==> config.mk <==
export PLATFORM = sky130hd
export DESIGN_NAME = gate_test_sequencer
export DESIGN_NICKNAME = d
export VERILOG_FILES = /design/src/rtl/gate_test_sequencer.sv
export SDC_FILE = /design/constraint.sdc
export NUM_CORES = 1
export LEC_CHECK = 0
export CAP_MARGIN = 15
export CORE_MARGIN = 1
export CORE_UTILIZATION = 30
export DETAILED_ROUTE_END_ITERATION = 16
export HOLD_SLACK_MARGIN = 0.08
export PLACE_DENSITY_LB_ADDON = 0.05
export SYNTH_ARGS = -nofsm -noshare
export SYNTH_HDL_FRONTEND = slang
export SYNTH_SLANG_ARGS = --single-unit
==> constraint.sdc <==
create_clock -name clk -period 2.9 [get_ports clk]
set_input_delay 0.435 -clock clk [delete_from_list [all_inputs] [get_ports clk]]
set_output_delay 0.435 -clock clk [all_outputs]
set_load 0.005 [all_outputs]
==> src/rtl/gate_test_sequencer.sv <==
// Sequencer that walks a 2-input gate through 00,10,11,01 and checks its output against EXPECT.
// Define GATE_SEQ_ABORT_EN to end a run at its first mismatch.
module gate_test_sequencer #(
  parameter int          DWELL_CYCLES = 10,
  parameter logic [3:0]  EXPECT       = 4'b1000,
  parameter int          CNT_W        = 8
) (
  input  logic       clk,
  input  logic       rst_n,
  input  logic       start,
  input  logic       gate_out,
  output logic       gate_a,
  output logic       gate_b,
  output logic       busy,
  output logic       done,
  output logic       pass,
  output logic [2:0] err_count,
  output logic [1:0] step_idx,
  output logic [1:0] fail_step
);

  localparam logic [1:0] S_IDLE = 2'd0;
  localparam logic [1:0] S_RUN  = 2'd1;
  localparam logic [1:0] S_DONE = 2'd2;

  localparam logic [CNT_W-1:0] DW_LAST = CNT_W'(DWELL_CYCLES - 1);

  logic [1:0]       state;
  logic [CNT_W-1:0] dwell;
  logic             sample;
  logic             mism;
  logic             last;
  logic [2:0]       err_nxt;

  // Gray walk: exactly one gate input toggles per step
  function automatic logic [1:0] pat(input logic [1:0] s);
    case (s)
      2'd0:    pat = 2'b00;
      2'd1:    pat = 2'b10;
      2'd2:    pat = 2'b11;
      default: pat = 2'b01;
    endcase
  endfunction

  always_comb begin
    sample  = (state == S_RUN) && (dwell == DW_LAST);
    mism    = sample && (gate_out != EXPECT[{gate_a, gate_b}]);
    err_nxt = err_count + {2'b00, mism};
`ifdef GATE_SEQ_ABORT_EN
    last    = (step_idx == 2'd3) || mism;
`else
    last    = (step_idx == 2'd3);
`endif
  end

  assign busy = (state == S_RUN);
  assign done = (state == S_DONE);

  always_ff @(posedge clk or negedge rst_n) begin
    if (!rst_n) begin
      state     <= S_IDLE;
      dwell     <= '0;
      gate_a    <= 1'b0;
      gate_b    <= 1'b0;
      pass      <= 1'b0;
      err_count <= '0;
      step_idx  <= '0;
      fail_step <= '0;
    end else begin
      case (state)
        S_IDLE: begin
          gate_a <= 1'b0;
          gate_b <= 1'b0;
          if (start) begin
            state     <= S_RUN;
            err_count <= '0;
            fail_step <= '0;
            pass      <= 1'b0;
            step_idx  <= '0;
            dwell     <= '0;
          end
        end
        S_RUN: begin
          if (sample) begin
            dwell <= '0;
            if (mism) begin
              err_count <= err_nxt;
              if (err_count == 3'd0) fail_step <= step_idx;
            end
            if (last) begin
              state             <= S_DONE;
              step_idx          <= '0;
              {gate_a, gate_b}  <= 2'b00;
              pass              <= (err_nxt == 3'd0);
            end else begin
              step_idx          <= step_idx + 2'd1;
              {gate_a, gate_b}  <= pat(step_idx + 2'd1);
            end
          end else begin
            dwell <= dwell + 1'b1;
          end
        end
        S_DONE: begin
          state  <= S_IDLE;
          gate_a <= 1'b0;
          gate_b <= 1'b0;
        end
        default: state <= S_IDLE;
      endcase
    end
  end

endmodule

==> results by group <==
Outcome
  – Status: completed

STA
  – Fmax: 394.7 MHz
  – Max Slew Vio Count: 0
  – Fin Setup TNS: 0 ns
  – Tcrit/Tclk final: 87.37%
  – Final setup fails: 0
  – Hold_ws: 0.4618 ns
  – RSZ-0062 raised after global routing: no
  – Hold Vio Cnt, Final: 0
  – Clock Skews: 0.004233 ns
  – Min Tclk post-route: 2.534 ns
  – Slew @ Worst Pin: 0.3460 ns
  – Slew headroom: 76.88%

Critical path
  – Slowest cell delay on critical path: 0.52 ns
  – Critical path data required time: 3.12 ns
  – RR Startpoint: dwell[1]$_DFFE_PN0P_
  – Worst reg2reg path endpoint: pass$_DFFE_PN0P_
  – Cell Chain, Critical Path: inv_1 > ha_1 > nor3b_2 > nand3_4 > nor2_1 > ha_1 > ha_1 > or4_1 > o31ai_1
  – Worst reg-to-reg setup slack: 0.37 ns
  – Crit-path max FO: 7
  – Slowest CP cell: or4_1
  – Critical path type: reg -> reg
  – Arr. time, crit path: 2.75 ns
  – Worst r2r path cells: 9
  – Most frequent CP cell: ha_1
  – Crit. End Element: register
  – Crit start category: register

Route
  – Drt first pass iters: 4
  – WL final: 2.406 mm
  – # DRC: 0
  – Routed wire length per instance: 13.99 um
  – Vias/cell: 5.128
  – Vias: 882
  – DR iter-0 viols: 12
  – Antenna viol nets, final: 0

GRT
  – Met1 usage: 21.00%
  – Number of global-route vias before repair: 923
  – GR Overflow Total: 0
  – Most used routing layer: met1
  – Largest net degree at the start of global routing: 21
  – Initial antenna violation count: 0
  – Met2 Resource Use GR: 20.79%
  – Grt met3 use: 2.190%
  – Total track usage: 14.32%
  – First-pass GRT wire length: 4.374 mm

Placed design
  – IO buf count: 15
  – Post-DP HPWL: 1.730 mm
  – Placer Congestion: 0.7397
  – Area after DPL: 1333 um2
  – Cells after DPL: 168

Final layout
  – Most common cell after layout, fill and taps aside: dfrtp_1
  – Nets: 136
  – Ant. Diodes: 0
  – Area delta synth->final: 24.89%
  – Fin cells: 172
  – Layout cells sized above 1: 13.49%
  – Commonest non-fill, non-tap cells in the layout: dfrtp_1 (20), clkdlybuf4s50_1 (15), nand2_1 (12), nor2_1 (8)
  – Final Cell Area: 1369 um2

Worst hold path
  – Hold Path Class: in -> async

Logic synthesis
  – Yosys Warn Count: 0
  – Post-synthesis sequential area ratio: 45.66%
  – Syn avg cell area: 10.54 um2
  – Synth cell types: 43
  – Seq cells post-synth: 20
  – Post-synthesis cell area: 1096 um2
  – Cell count after synthesis: 104
  – Post-Syn Nets: 113

Floorplan
  – Die H: 62.45 um
  – Initial Utilization: 32.09%
  – Core footprint: 3416 um2
  – I/O Pins: 16
  – Die area: 3899 um2
  – Rows: 21
  – Die Wd: 62.45 um

Clock tree
  – CTS tree: built
  – Total setup buffers inserted after CTS: 0
  – PostCTS Resize Cnt: 0
  – H-tree levels: 1
  – CTS Sinks: 20
  – CTS clk-pin slew, worst paths: 0.12 ns
  – CTS Hold Bufs: 0
  – Root buf cell: clkbuf_4
  – Clock Latency Late Sink: 0.30 ns
  – Cts bufs inserted: 3
  – Clock Tree Buf Depth: 2

Job
  – MaxCap Viol Count: 0

Power and ir drop
  – Leak pwr: 0.6072 nW
  – Peak VDD IR: 0.0003614 V
  – PwrDens: 823.6 nW/um2
  – Tot Pwr: 1.127 mW
==> per-layer routing <==
metal	up-vias	wire, um
met3	2	60
met5	-	0
met2	20	1045
met1	429	1279
li1	431	-
met4	0	21
==> layout make-up <==
| class | count | area, um2 |
|---|---|---|
| fill | 350 | 2047 |
| multi-input combinational | 79 | 575.6 |
| sequential | 20 | 500.5 |
| timing repair buffer | 20 | 187.7 |
| tap | 46 | 57.56 |
| clock buffer | 4 | 36.28 |
| inverter | 3 | 11.26 |
==> worst max-delay path, delay by kind of cell (launching register included) <==
kind	cells	cell delay, ns
fa+ha+maj	3	0.57
simple gates	4	1.18
compound gates	1	0.21
flops	1	0.41
buf+inv	1	0.08
==> cells by family after synthesis <==
kind of cell | share of synthesized area (%)
AND/OR/NAND/NOR | 22.03
AO/OA/AOI/OAI | 19.98
flip-flops | 45.66
XOR/XNOR | 4.794
buffers and inverters | 1.826
adder cells (fa/ha/maj) | 5.708
==> per-stage QoR <==
stage / utilization, % / setup WS, ns
floorplan: - / 0.4327
global placement: 39.01 / 0.2323
detailed placement: 39.01 / 0.1331
CTS: 40.07 / 0.3352
global route: 40.07 / 0.1836
finish: 40.07 / 0.3663
==> report_power, final <==
part | switching [mW] | internal (mW) | total, mW
sequential | 0.120 | 0.377 | 0.497
combinational | 0.211 | 0.250 | 0.461
clock | 0.0927 | 0.0765 | 0.169
total | 0.424 | 0.703 | 1.13
==> how the worst max path moves through the flow <==
stage	startpoint	to	slack, ns
detailed placement	gate_out	pass$_DFFE_PN0P_	0.13
floorplan	dwell[1]$_DFFE_PN0P_	pass$_DFFE_PN0P_	0.43
global route	dwell[1]$_DFFE_PN0P_	pass$_DFFE_PN0P_	0.18
finish	dwell[1]$_DFFE_PN0P_	pass$_DFFE_PN0P_	0.37
global placement	gate_out	pass$_DFFE_PN0P_	0.23
CTS	dwell[1]$_DFFE_PN0P_	pass$_DFFE_PN0P_	0.34
==> state kept, by name (all words and copies together) (netlist names) <==
signal and cells:
step_idx 2, state 2, fail_step 2, err_count 3
gate_a 1, dwell 8, gate_b 1, pass 1
==> cell usage after synthesis <==
master	n	area share [%]
xnor2_1	2	1.6
ha_1	5	5.7
nor3_1	2	0.91
nand3_1	3	1.4
a41oi_1	2	1.6
o21a_1	1	0.69
o41ai_1	1	0.80
nor3b_1	1	0.69
nor4b_4	1	2.2
dfrtp_1	20	46
nor4_1	1	0.57
nor2b_1	3	1.7
a221o_1	1	0.91
a22o_1	5	4.0
inv_1	2	0.69
o21bai_1	1	0.69
a21boi_0	1	0.69
o21ai_0	4	1.8
o22ai_1	1	0.57
nand2_1	12	4.1
nand2b_1	1	0.57
o31ai_1	2	1.4
or4_1	1	0.69
or3_1	1	0.57
a21o_1	1	0.69
a31o_2	1	0.80
clkbuf_1	1	0.34
inv_2	1	0.34
a21boi_1	1	0.69
o2111ai_1	1	0.80
a21oi_2	1	0.80
a31oi_1	1	0.57
a211o_1	1	0.80
nand2b_4	1	1.3
xor2_1	4	3.2
o2bb2ai_1	1	0.80
and3b_1	1	0.80
o21ba_2	1	0.91
and3_1	2	1.1
nand3_4	1	1.6
buf_2	1	0.46
nor2_1	8	2.7
nor3b_2	1	1.1
(Power assumes the default switching activity.)
